File: src/rtl/gpu_host_pkg.sv
// Shared types and constants for the host workgroup dispatch path.
// The descriptor layout is also consumed by the workgroup allocator.
package gpu_host_pkg;

    localparam int DESC_W         = 192;
    localparam int WG_ID_WIDTH    = 6;
    localparam int WF_COUNT_WIDTH = 6;

    // Packed descriptor field offsets, LSB first
    localparam int GDS_BASE_LSB  = 0;    // 32 bits
    localparam int GDS_SIZE_LSB  = 32;   // 12 bits
    localparam int LDS_SIZE_LSB  = 44;   // 12 bits
    localparam int SGPR_SIZE_LSB = 56;   // 12 bits
    localparam int VGPR_SIZE_LSB = 68;   // 12 bits
    localparam int CSR_KNL_LSB   = 80;   // 32 bits
    localparam int PDS_BASE_LSB  = 112;  // 32 bits
    localparam int START_PC_LSB  = 144;  // 32 bits
    localparam int WF_SIZE_LSB   = 176;  // 16 bits

    typedef struct packed {
        logic                      busy;
        logic                      done_pending;
        logic [WG_ID_WIDTH-1:0]    wg_id;
        logic [WF_COUNT_WIDTH-1:0] remaining;
    } slot_t;

    function automatic int lowest_set(input logic [31:0] v);
        lowest_set = 0;
        for (int i = 31; i >= 0; i--) begin
            if (v[i]) lowest_set = i;
        end
    endfunction

    function automatic logic [DESC_W-1:0] pack_desc(
        input logic [15:0] wf_size,
        input logic [31:0] start_pc,
        input logic [31:0] pds_base,
        input logic [31:0] csr_knl,
        input logic [11:0] vgpr_size,
        input logic [11:0] sgpr_size,
        input logic [11:0] lds_size,
        input logic [11:0] gds_size,
        input logic [31:0] gds_base
    );
        pack_desc = '0;
        pack_desc[WF_SIZE_LSB   +: 16] = wf_size;
        pack_desc[START_PC_LSB  +: 32] = start_pc;
        pack_desc[PDS_BASE_LSB  +: 32] = pds_base;
        pack_desc[CSR_KNL_LSB   +: 32] = csr_knl;
        pack_desc[VGPR_SIZE_LSB +: 12] = vgpr_size;
        pack_desc[SGPR_SIZE_LSB +: 12] = sgpr_size;
        pack_desc[LDS_SIZE_LSB  +: 12] = lds_size;
        pack_desc[GDS_SIZE_LSB  +: 12] = gds_size;
        pack_desc[GDS_BASE_LSB  +: 32] = gds_base;
    endfunction

endpackage

File: src/rtl/host_wg_intake_if.sv
// Host request/response, allocator dispatch and wavefront-completion signals
// seen by host_wg_intake; suffixes are from the intake block's point of view.
interface host_wg_intake_if #(
    parameter int DESC_W       = gpu_host_pkg::DESC_W,
    parameter int INFLIGHT_NUM = 8
);
    logic                                  host_req_valid_i;
    logic                                  host_req_ready_o;
    logic [gpu_host_pkg::WG_ID_WIDTH-1:0]    host_req_wg_id_i;
    logic [gpu_host_pkg::WF_COUNT_WIDTH-1:0] host_req_num_wf_i;
    logic [DESC_W-1:0]                     host_req_desc_i;
    logic                                  disp_valid_o;
    logic                                  disp_ready_i;
    logic [gpu_host_pkg::WG_ID_WIDTH-1:0]    disp_wg_id_o;
    logic [gpu_host_pkg::WF_COUNT_WIDTH-1:0] disp_num_wf_o;
    logic [DESC_W-1:0]                     disp_desc_o;
    logic                                  wf_done_valid_i;
    logic [gpu_host_pkg::WG_ID_WIDTH-1:0]    wf_done_wg_id_i;
    logic                                  host_rsp_valid_o;
    logic                                  host_rsp_ready_i;
    logic [gpu_host_pkg::WG_ID_WIDTH-1:0]    host_rsp_inflight_wg_buffer_host_wf_done_wg_id_o;
    logic [$clog2(INFLIGHT_NUM+1)-1:0]     inflight_cnt_o;
    logic                                  err_o;

    modport slave (
        input  host_req_valid_i, host_req_wg_id_i, host_req_num_wf_i, host_req_desc_i,
        output host_req_ready_o,
        output disp_valid_o, disp_wg_id_o, disp_num_wf_o, disp_desc_o,
        input  disp_ready_i,
        input  wf_done_valid_i, wf_done_wg_id_i,
        output host_rsp_valid_o, host_rsp_inflight_wg_buffer_host_wf_done_wg_id_o,
        input  host_rsp_ready_i,
        output inflight_cnt_o, err_o
    );

    modport master (
        output host_req_valid_i, host_req_wg_id_i, host_req_num_wf_i, host_req_desc_i,
        input  host_req_ready_o,
        input  disp_valid_o, disp_wg_id_o, disp_num_wf_o, disp_desc_o,
        output disp_ready_i,
        output wf_done_valid_i, wf_done_wg_id_i,
        input  host_rsp_valid_o, host_rsp_inflight_wg_buffer_host_wf_done_wg_id_o,
        output host_rsp_ready_i,
        input  inflight_cnt_o, err_o
    );
endinterface

File: src/rtl/host_req_fifo.sv
// Synchronous FIFO with wrap-bit pointers and a registered ready flag;
// ready is low during reset and rises on the first edge after release.
module host_req_fifo #(
    parameter int WIDTH = 8,
    parameter int DEPTH = 4
) (
    input  logic             clk,
    input  logic             rst,
    input  logic             push_i,
    input  logic [WIDTH-1:0] data_i,
    input  logic             pop_i,
    output logic [WIDTH-1:0] data_o,
    output logic             empty_o,
    output logic             ready_o
);
    localparam int AW = $clog2(DEPTH);
    localparam int PW = AW + 1;

    logic [PW-1:0]    wr_q, wr_d, rd_q, rd_d;
    logic [WIDTH-1:0] mem_q [DEPTH];
    logic             ready_q;
    logic             full_d;

    assign wr_d    = wr_q + PW'(push_i);
    assign rd_d    = rd_q + PW'(pop_i);
    assign full_d  = (wr_d[AW] != rd_d[AW]) && (wr_d[AW-1:0] == rd_d[AW-1:0]);
    assign empty_o = (wr_q == rd_q);
    assign ready_o = ready_q;
    assign data_o  = mem_q[rd_q[AW-1:0]];

    always_ff @(posedge clk or posedge rst) begin
        if (rst) begin
            wr_q    <= '0;
            rd_q    <= '0;
            ready_q <= 1'b0;
            for (int i = 0; i < DEPTH; i++) mem_q[i] <= '0;
        end else begin
            wr_q    <= wr_d;
            rd_q    <= rd_d;
            ready_q <= !full_d;
            if (push_i) mem_q[wr_q[AW-1:0]] <= data_i;
        end
    end
endmodule

File: src/rtl/host_wg_intake.sv
// Host workgroup intake: queues dispatch requests, tracks in-flight workgroups
// by wavefront completion count and returns finished wg_ids to the host.
module host_wg_intake #(
    parameter int REQ_FIFO_DEPTH = 4,
    parameter int INFLIGHT_NUM   = 8,
    parameter int DESC_W         = gpu_host_pkg::DESC_W
) (
    input logic             clk,
    input logic             rst,
    host_wg_intake_if.slave bus
);
    import gpu_host_pkg::*;

    localparam int SLOT_W = (INFLIGHT_NUM > 1) ? $clog2(INFLIGHT_NUM) : 1;
    localparam int CNT_W  = $clog2(INFLIGHT_NUM + 1);
    localparam int ENT_W  = WG_ID_WIDTH + WF_COUNT_WIDTH + DESC_W;

    logic                      fifo_empty, fifo_ready;
    logic                      alloc, release_slot, rsp_load, bad_done, dup_err, multi;
    logic [ENT_W-1:0]          head;
    logic [WG_ID_WIDTH-1:0]    head_wg_id;
    logic [WF_COUNT_WIDTH-1:0] head_num_wf;
    logic [INFLIGHT_NUM-1:0]   free_vec, pend_vec, match_vec, dup_vec;
    logic [SLOT_W-1:0]         alloc_idx, pend_idx;
    slot_t                     slots_q [INFLIGHT_NUM];
    slot_t                     slots_d [INFLIGHT_NUM];
    logic                      rsp_valid_q, rsp_valid_d;
    logic [WG_ID_WIDTH-1:0]    rsp_id_q, rsp_id_d;
    logic                      err_q, err_d;
    logic [CNT_W-1:0]          cnt_q, cnt_d;

    host_req_fifo #(.WIDTH(ENT_W), .DEPTH(REQ_FIFO_DEPTH)) u_req_fifo (
        .clk     (clk),
        .rst     (rst),
        .push_i  (bus.host_req_valid_i && fifo_ready),
        .data_i  ({bus.host_req_wg_id_i, bus.host_req_num_wf_i, bus.host_req_desc_i}),
        .pop_i   (alloc),
        .data_o  (head),
        .empty_o (fifo_empty),
        .ready_o (fifo_ready)
    );

    assign {head_wg_id, head_num_wf, bus.disp_desc_o} = head;
    assign bus.host_req_ready_o = fifo_ready;
    assign bus.disp_wg_id_o     = head_wg_id;
    assign bus.disp_num_wf_o    = head_num_wf;

    always_comb begin
        for (int i = 0; i < INFLIGHT_NUM; i++) begin
            free_vec[i]  = !slots_q[i].busy;
            pend_vec[i]  = slots_q[i].busy && slots_q[i].done_pending;
            match_vec[i] = slots_q[i].busy && !slots_q[i].done_pending
                           && (slots_q[i].wg_id == bus.wf_done_wg_id_i);
            dup_vec[i]   = slots_q[i].busy && (slots_q[i].wg_id == head_wg_id);
        end
    end

    assign bus.disp_valid_o = !fifo_empty && (|free_vec);
    assign alloc            = bus.disp_valid_o && bus.disp_ready_i;
    assign alloc_idx        = SLOT_W'(lowest_set(32'(free_vec)));
    assign pend_idx         = SLOT_W'(lowest_set(32'(pend_vec)));
    assign rsp_load         = !rsp_valid_q || bus.host_rsp_ready_i;
    assign release_slot     = rsp_load && (|pend_vec);
    assign multi            = |(match_vec & (match_vec - INFLIGHT_NUM'(1)));
    assign bad_done         = bus.wf_done_valid_i && ((match_vec == '0) || multi);
    assign dup_err          = alloc && (|dup_vec);
    assign err_d            = err_q || bad_done || dup_err;
    assign cnt_d            = cnt_q + CNT_W'(alloc) - CNT_W'(release_slot);

    // Decrement, release and allocation never touch the same slot in one cycle
    always_comb begin
        slots_d = slots_q;
        if (bus.wf_done_valid_i && !bad_done) begin
            for (int i = 0; i < INFLIGHT_NUM; i++) begin
                if (match_vec[i]) begin
                    slots_d[i].remaining = slots_q[i].remaining - WF_COUNT_WIDTH'(1);
                    if (slots_q[i].remaining == WF_COUNT_WIDTH'(1)) slots_d[i].done_pending = 1'b1;
                end
            end
        end
        if (release_slot) slots_d[pend_idx] = '0;
        if (alloc) begin
            slots_d[alloc_idx].busy         = 1'b1;
            slots_d[alloc_idx].done_pending = (head_num_wf == '0);
            slots_d[alloc_idx].wg_id        = head_wg_id;
            slots_d[alloc_idx].remaining    = head_num_wf;
        end
    end

    always_comb begin
        rsp_valid_d = rsp_valid_q;
        rsp_id_d    = rsp_id_q;
        if (rsp_load) begin
            rsp_valid_d = release_slot;
            if (release_slot) rsp_id_d = slots_q[pend_idx].wg_id;
        end
    end

    always_ff @(posedge clk or posedge rst) begin
        if (rst) begin
            for (int i = 0; i < INFLIGHT_NUM; i++) slots_q[i] <= '0;
            rsp_valid_q <= 1'b0;
            rsp_id_q    <= '0;
            err_q       <= 1'b0;
            cnt_q       <= '0;
        end else begin
            slots_q     <= slots_d;
            rsp_valid_q <= rsp_valid_d;
            rsp_id_q    <= rsp_id_d;
            err_q       <= err_d;
            cnt_q       <= cnt_d;
        end
    end

    assign bus.host_rsp_valid_o = rsp_valid_q;
    assign bus.host_rsp_inflight_wg_buffer_host_wf_done_wg_id_o = rsp_id_q;
    assign bus.inflight_cnt_o   = cnt_q;
    assign bus.err_o            = err_q;
endmodule

File: src/flat_wrapper.sv
// flat-port wrapper written by rule: the top's interface ports become plain ports
module host_wg_intake_flat import gpu_host_pkg::*;
#(
    parameter int REQ_FIFO_DEPTH = 4,
    parameter int INFLIGHT_NUM   = 8,
    parameter int DESC_W         = gpu_host_pkg::DESC_W
)
  (clk, rst, bus_host_req_valid_i, bus_host_req_wg_id_i, bus_host_req_num_wf_i, bus_host_req_desc_i, bus_host_req_ready_o, bus_disp_valid_o, bus_disp_wg_id_o, bus_disp_num_wf_o, bus_disp_desc_o, bus_disp_ready_i, bus_wf_done_valid_i, bus_wf_done_wg_id_i, bus_host_rsp_valid_o, bus_host_rsp_inflight_wg_buffer_host_wf_done_wg_id_o, bus_host_rsp_ready_i, bus_inflight_cnt_o, bus_err_o);
  host_wg_intake_if #(.DESC_W(DESC_W), .INFLIGHT_NUM(INFLIGHT_NUM)) bus_i ();
  input logic clk;
  input logic rst;
  input wire logic [$bits(bus_i.host_req_valid_i)-1:0] bus_host_req_valid_i;
  input wire logic [$bits(bus_i.host_req_wg_id_i)-1:0] bus_host_req_wg_id_i;
  input wire logic [$bits(bus_i.host_req_num_wf_i)-1:0] bus_host_req_num_wf_i;
  input wire logic [$bits(bus_i.host_req_desc_i)-1:0] bus_host_req_desc_i;
  output wire logic [$bits(bus_i.host_req_ready_o)-1:0] bus_host_req_ready_o;
  output wire logic [$bits(bus_i.disp_valid_o)-1:0] bus_disp_valid_o;
  output wire logic [$bits(bus_i.disp_wg_id_o)-1:0] bus_disp_wg_id_o;
  output wire logic [$bits(bus_i.disp_num_wf_o)-1:0] bus_disp_num_wf_o;
  output wire logic [$bits(bus_i.disp_desc_o)-1:0] bus_disp_desc_o;
  input wire logic [$bits(bus_i.disp_ready_i)-1:0] bus_disp_ready_i;
  input wire logic [$bits(bus_i.wf_done_valid_i)-1:0] bus_wf_done_valid_i;
  input wire logic [$bits(bus_i.wf_done_wg_id_i)-1:0] bus_wf_done_wg_id_i;
  output wire logic [$bits(bus_i.host_rsp_valid_o)-1:0] bus_host_rsp_valid_o;
  output wire logic [$bits(bus_i.host_rsp_inflight_wg_buffer_host_wf_done_wg_id_o)-1:0] bus_host_rsp_inflight_wg_buffer_host_wf_done_wg_id_o;
  input wire logic [$bits(bus_i.host_rsp_ready_i)-1:0] bus_host_rsp_ready_i;
  output wire logic [$bits(bus_i.inflight_cnt_o)-1:0] bus_inflight_cnt_o;
  output wire logic [$bits(bus_i.err_o)-1:0] bus_err_o;
  assign bus_i.host_req_valid_i = bus_host_req_valid_i;
  assign bus_i.host_req_wg_id_i = bus_host_req_wg_id_i;
  assign bus_i.host_req_num_wf_i = bus_host_req_num_wf_i;
  assign bus_i.host_req_desc_i = bus_host_req_desc_i;
  assign bus_host_req_ready_o = bus_i.host_req_ready_o;
  assign bus_disp_valid_o = bus_i.disp_valid_o;
  assign bus_disp_wg_id_o = bus_i.disp_wg_id_o;
  assign bus_disp_num_wf_o = bus_i.disp_num_wf_o;
  assign bus_disp_desc_o = bus_i.disp_desc_o;
  assign bus_i.disp_ready_i = bus_disp_ready_i;
  assign bus_i.wf_done_valid_i = bus_wf_done_valid_i;
  assign bus_i.wf_done_wg_id_i = bus_wf_done_wg_id_i;
  assign bus_host_rsp_valid_o = bus_i.host_rsp_valid_o;
  assign bus_host_rsp_inflight_wg_buffer_host_wf_done_wg_id_o = bus_i.host_rsp_inflight_wg_buffer_host_wf_done_wg_id_o;
  assign bus_i.host_rsp_ready_i = bus_host_rsp_ready_i;
  assign bus_inflight_cnt_o = bus_i.inflight_cnt_o;
  assign bus_err_o = bus_i.err_o;
  host_wg_intake #(.REQ_FIFO_DEPTH(REQ_FIFO_DEPTH), .INFLIGHT_NUM(INFLIGHT_NUM), .DESC_W(DESC_W)) u_core (.clk(clk), .rst(rst), .bus(bus_i));
endmodule
File: config.mk
export PLATFORM = sky130hd
export DESIGN_NAME = host_wg_intake_flat
export DESIGN_NICKNAME = d
export VERILOG_FILES = /design/src/rtl/gpu_host_pkg.sv /design/src/rtl/host_wg_intake_if.sv /design/src/rtl/host_req_fifo.sv /design/src/rtl/host_wg_intake.sv /design/src/flat_wrapper.sv
export SDC_FILE = /design/constraint.sdc
export NUM_CORES = 2
export LEC_CHECK = 0
export CORE_ASPECT_RATIO = 1.4
export CORE_MARGIN = 4
export CORE_UTILIZATION = 57
export DETAILED_ROUTE_END_ITERATION = 7
export PLACE_DENSITY = 0.81
export SYNTH_ARGS = -nofsm -noshare
export SYNTH_HDL_FRONTEND = slang
export SYNTH_SLANG_ARGS = --single-unit
File: constraint.sdc
create_clock -name clk -period 49.6 [get_ports clk]
set_input_delay 14.88 -clock clk [delete_from_list [all_inputs] [get_ports clk]]
set_output_delay 14.88 -clock clk [all_outputs]
set_load 0.02 [all_outputs]
# Word level (Yosys, flattened, before mapping)
# Cells that the tools add are included.
# classes
n_div	0
multipliers	0
n_lt_le_gt_ge	7
addsub	13
mux	81
n_eq_ne	27
reduce_logical	74
n_shift	0
bitwise_logic	7
# ops
op	count
$bwmux 816	1
$mux 204	3
$bwmux 112	4
$bmux 204 s2	1
$demux 204 s2	1
$mux 112	2
$demux 14 s3	5
$and 112x112->112	1
$not 112->112	1
$mux 6	17
$eq 6x6->1	16
$eq 6x1->1 const B	8
$mux 3	16
$sub 6x1->6 const B	8
$logic_and 1x1->1	43
$bmux 14 s3	1
$mux 12	3
$reduce_or 8->1	4
$mux 14	2
$mux 1	24
$logic_not 1->1	20
$mux 13	1
$and 8x8->8	1
$ge 4x4->1 const B	2
16 further kinds	24
# totals
wordCells	252
rom_bits	0
regBits	947
latchBits	0
mem_bits_rw	0
n_memories	0
output_inout_bits	218

# Logic depth before layout (Yosys ltp)
# logic_depth
word_depth	22
mapped_depth	11
depth_no_buf	10

# By module
# Synthesis repeated with hierarchy kept, for this count alone.
# unflattened
hier_cells	2844
hier_area_um2	43282.8
# by_module_without_submodules
module	area_each_um2	cells_each	seq_area_each_um2	instances
host_req_fifo	35253.8	1998	20594.8	1
host_wg_intake	8029.0	846	3103.0	1

# Worst setup path before layout
# OpenSTA, ideal clock, no wires.
# synth_timing
path_type	register to output
startpoint	register u_core.u_req_fifo.rd_q[0]
endpoint	output bus_disp_desc_o[112]
setup_slack_ns	32.243
n_path_buf	4
t_arrival_ns	2.477
required_ns	34.720
path_stages_with_launch	6
cell_sequence	dfrtp_1 -> buf_2 -> clkbuf_1 -> clkbuf_1 -> buf_1 -> mux4_2
# synth_via
elab_chain_len	4
# synth_lines
item	line_no	text
from (decl)	host_req_fifo.sv:19	logic [PW-1:0] wr_q, wr_d, rd_q, rd_d;
from (signal assigned)	host_req_fifo.sv:39	rd_q <= rd_d;
$not 2->3 (not written as such)	host_req_fifo.sv:29	assign data_o = mem_q[rd_q[AW-1:0]];
$bmux 204 s2	host_req_fifo.sv:29	
$mux 204 (not written as such) (2 in series)	host_req_fifo.sv:29	
to (decl)	flat_wrapper.sv:20	output wire logic [$bits(bus_i.disp_desc_o)-1:0] bus_disp_desc_o;
# Every way passes these cells. The select of a mux whose other input is x is not followed.

# Worst setup path in the final report
# layout_timing
startpoint	register u_core.u_req_fifo.rd_q[0]
endpoint	output bus_disp_desc_o[121]
# Same word-level chain as after synthesis.

==> impl_metrics.xml <==
<?xml version="1.0" encoding="UTF-8"?>
<metrics>
  <group name="synth">
    <metric name="synth_warnings" unit="">0</metric>
    <metric name="ys_flop_type" unit="">sky130_fd_sc_hd__dfrtp_1</metric>
    <metric name="yosysSeqAreaShare" unit="">0.552</metric>
    <metric name="postSynthAreaPerCell" unit="um2">15.0</metric>
    <metric name="synth_enable_flop_cells" unit="">0</metric>
    <metric name="asr_flop_ratio_synth" unit="">1.00</metric>
    <metric name="synth-seq-cells" unit="">947</metric>
    <metric name="netlist_area" unit="um2">43000</metric>
    <metric name="synth_cell_types" unit="">73</metric>
    <metric name="synth_fp_nets" unit="">3107</metric>
    <metric name="syn_inst" unit="">2866</metric>
  </group>
  <group name="floorplan">
    <metric name="starting_utilization_of_the_core_area" unit="">0.577</metric>
    <metric name="die_area" unit="um2">79900</metric>
    <metric name="die_height" unit="um">333</metric>
    <metric name="design.portCount" unit="">434</metric>
    <metric name="core_region_area" unit="um2">74400</metric>
    <metric name="die_width" unit="um">240</metric>
    <metric name="rows" unit="">118</metric>
  </group>
  <group name="sta">
    <metric name="hold_violations" unit="">0</metric>
    <metric name="final.min_clock_period" unit="ps">19600</metric>
    <metric name="slew_violations" unit="">0</metric>
    <metric name="setup-tns-final" unit="ps">0</metric>
    <metric name="finalHoldWorstSlack" unit="ps">494</metric>
    <metric name="report.final.setup_viol" unit="">0</metric>
    <metric name="postLayoutSetupSlackWorst" unit="ps">30000</metric>
    <metric name="post-route-period-util" unit="">0.395</metric>
    <metric name="max_slew.worst_pin.slew" unit="ps">1170</metric>
    <metric name="rsz0062_at_grt" unit="">false</metric>
    <metric name="max_clock_freq" unit="MHz">51.0</metric>
    <metric name="worst_clock_skew" unit="ps">20.5</metric>
    <metric name="slew_headroom" unit="">0.212</metric>
  </group>
  <group name="placed_design">
    <metric name="numPortBuffers" unit="">433</metric>
    <metric name="finalWeightedCongestion" unit="">0.924</metric>
    <metric name="dp_hpwl" unit="mm">75.1</metric>
    <metric name="dp_worst_setup_slack" unit="ps">30440</metric>
    <metric name="dp.cells" unit="">4120</metric>
    <metric name="dpl-instance-area" unit="um2">48100</metric>
  </group>
  <group name="cts">
    <metric name="hold_buffers" unit="">0</metric>
    <metric name="cts_buffers" unit="">92</metric>
    <metric name="clock_tree_from_tritoncts" unit="">yes</metric>
    <metric name="cts_max_level" unit="">3</metric>
    <metric name="cts.sink_count" unit="">947</metric>
    <metric name="postCtsSetupBuffers" unit="">0</metric>
    <metric name="worstSkewPairLatency" unit="ps">670</metric>
    <metric name="clock-root-buffer" unit="">sky130_fd_sc_hd__clkbuf_16</metric>
    <metric name="ctsResizeCount" unit="">0</metric>
    <metric name="clkSlewWorstSetupHoldPaths" unit="ps">60</metric>
    <metric name="clockBufferDepth" unit="">3</metric>
  </group>
  <group name="worst_setup_path">
    <metric name="timing.critical_path.required" unit="ps">34720</metric>
    <metric name="rr_startpoint" unit="">u_core.u_req_fifo.rd_q[0]</metric>
    <metric name="worstReg2RegEnd" unit="">u_core.slots_q[54]</metric>
    <metric name="timing.reg2reg.setup_slack" unit="ps">45360</metric>
    <metric name="cp-start-kind" unit="">flip-flop</metric>
    <metric name="cp_data_arrival_time" unit="ps">4720</metric>
    <metric name="path_cells" unit="">buf_4 &gt; buf_4 &gt; mux4_2 &gt; clkdlybuf4s50_1</metric>
    <metric name="cell_with_the_largest_stage_delay_on_the_worst_path" unit="">sky130_fd_sc_hd__dfrtp_4</metric>
    <metric name="crit_top_cell" unit="">sky130_fd_sc_hd__buf_4</metric>
    <metric name="crit_path_end_kind" unit="">primary output</metric>
    <metric name="critical_path_class" unit="">reg2out</metric>
    <metric name="crit_path_max_incr_delay" unit="ps">980</metric>
    <metric name="crit_fanout" unit="">46</metric>
    <metric name="r2r.worst_path.cells" unit="">8</metric>
  </group>
  <group name="routing">
    <metric name="first_pass_iters" unit="">5</metric>
    <metric name="drt_iter0_drc" unit="">1641</metric>
    <metric name="via_count" unit="">26400</metric>
    <metric name="post_drt_via_cell_ratio" unit="">6.13</metric>
    <metric name="routed_wire_length_per_instance" unit="um">25.9</metric>
    <metric name="detail_route.drc_violations" unit="">0</metric>
    <metric name="antenna_violating_nets_post_route" unit="">0</metric>
    <metric name="route.final.wire_length" unit="mm">111</metric>
  </group>
  <group name="worst_hold_path">
    <metric name="holdCritPathClass" unit="">reg2reg</metric>
    <metric name="holdPathStages" unit="">2</metric>
  </group>
  <group name="global_routing">
    <metric name="grt_pass1_wl" unit="mm">173</metric>
    <metric name="grt_pass1_vias" unit="">29400</metric>
    <metric name="grt_overflow" unit="">0</metric>
    <metric name="track_usage" unit="">0.279</metric>
    <metric name="antenna_found_initial" unit="">27</metric>
    <metric name="maximum_number_of_pins_on_one_net_before_global_route_repair" unit="">133</metric>
  </group>
  <group name="finish">
    <metric name="postLayoutCellArea" unit="um2">51200</metric>
    <metric name="final_nets" unit="">3495</metric>
    <metric name="num-fill-cells" unit="">5024</metric>
    <metric name="area_growth" unit="%">19.3</metric>
    <metric name="final_cell_count_no_fill" unit="">4305</metric>
    <metric name="area_occupied_by_multi_input_gates" unit="um2">18400</metric>
    <metric name="layout_cells_sized_above_1" unit="">0.374</metric>
    <metric name="sequential_cell_area" unit="um2">23700</metric>
    <metric name="finish.utilization" unit="">0.689</metric>
  </group>
  <group name="power_and_ir_drop">
    <metric name="power" unit="mW">4.11</metric>
    <metric name="power.ir.vdd_worst" unit="V">0.0000612</metric>
    <metric name="power_density" unit="nW/um2">80.3</metric>
    <metric name="p_leak" unit="nW">21.2</metric>
  </group>
  <group name="status">
    <metric name="run_status" unit="">finished clean</metric>
  </group>
  <group name="job">
    <metric name="number_of_violations_of_the_max_capacitance_limit" unit="">0</metric>
  </group>
</metrics>
where the power goes:
| part | switching, mW | internal [mW] | total [mW] |
|---|---|---|---|
| clock | 0.302 | 0.410 | 0.712 |
| combinational | 0.950 | 1.03 | 1.98 |
| sequential | 0.262 | 1.16 | 1.42 |
| total | 1.51 | 2.60 | 4.11 |
cells in the mapped netlist, drive strengths merged, types with 35 or more instances:
library cell	number	area, um2
dfrtp	947	23700
mux2	822	9260
mux4	202	4550
clkbuf	126	473
nand2	107	402
xnor2	91	797
o21ai	74	370
xor2	52	470
inv	50	188
nand3	49	255
buf	46	233
o22ai	37	238
nor4	35	280
worst max-delay path: cells and delay by family (launching register included):
kind / cells / cell delay [ps]
buffers and inverters: 3 / 2280
DFF: 1 / 980
muxes: 1 / 660
how the worst max path moves through the flow:
stage                                         endpoint  depth (start not counted)                 startpoint  slack [ps]
after CTS                         bus_disp_desc_o[135]                          4  u_core.u_req_fifo.rd_q[0]       29800
after floorplan                       u_core.bus.err_o                          1                        rst        8090
after global routing              bus_disp_desc_o[135]                          4  u_core.u_req_fifo.rd_q[0]       29600
final                             bus_disp_desc_o[121]                          4  u_core.u_req_fifo.rd_q[0]       30000
after detailed placement  u_core.u_req_fifo.mem_q[291]                          5                        rst       30440
after global placement            bus_disp_desc_o[135]                          4  u_core.u_req_fifo.rd_q[0]       30560
layout by cell type (no fill, tap or decap), drive strengths merged, types with 4 or more instances in the layout:
cell type,synthesis,layout
and2,5,5
a211o,4,4
inv,50,53
o21ai,74,74
nand2b,5,5
mux2,822,822
nand2,107,107
nand4,24,24
nand3b,7,7
dfrtp,947,947
clkbuf,126,122
a21oi,15,15
clkdlybuf4s50,0,433
nor4,35,35
o22ai,37,37
a21o,4,4
clkinvlp,0,5
nor2,34,34
buf,46,33
nand3,49,49
nor4b,8,8
xor2,52,52
nor3,10,10
or3,9,9
a221o,6,6
or4,4,4
a22o,9,9
mux4,202,202
clkinv,0,24
ha,24,24
diode,0,23
a22oi,10,10
xnor2,91,91
bufinv,0,8
nor2b,4,4
nor3b,5,5
or2,6,6
state kept, by name, indices dropped and copies added (netlist names):
signal / cells
u_core.bus.host_rsp_valid_o: 1
u_core.u_req_fifo.ready_o: 1
u_core.u_req_fifo.mem_q: 816
u_core.bus.err_o: 1
u_core.bus.host_rsp_inflight_wg_buffer_host_wf_done_wg_id_o: 6
u_core.slots_q: 112
u_core.bus.inflight_cnt_o: 4
u_core.u_req_fifo.wr_q: 3
u_core.u_req_fifo.rd_q: 3
logic make-up (layout without fill, tap and decap cells):
family,Yosys count,in the layout,share of synthesized area
adder cells (fa/ha/maj),26,26,0.00769
AND/OR/NAND/NOR,319,319,0.0413
XOR/XNOR,143,143,0.0295
AO/OA/AOI/OAI,183,183,0.0272
flip-flops,947,947,0.552
other,0,23,0
buffers and inverters,222,678,0.0208
multiplexers,1026,1026,0.322
layout make-up:
cell class / instances / area share
repair buffers: 466 / 0.0897
flip-flops and latches: 947 / 0.463
clock inverters: 40 / 0.00960
diodes: 23 / 0.00112
well taps: 960 / 0.0234
clock buffers: 122 / 0.0504
multi-input cells: 1697 / 0.359
inverters: 50 / 0.00381
layer usage:
| layer | global-route usage | part of all wire | vias up |
|---|---|---|---|
| met5 | 0 | 0.00098 | - |
| met3 | 0.0643 | 0.060 | 257 |
| met2 | 0.476 | 0.52 | 763 |
| met4 | 0.136 | 0.046 | 12 |
| li1 | - | - | 11400 |
| met1 | 0.334 | 0.37 | 14000 |
No activity file was read; power rests on OpenSTA's default activity.
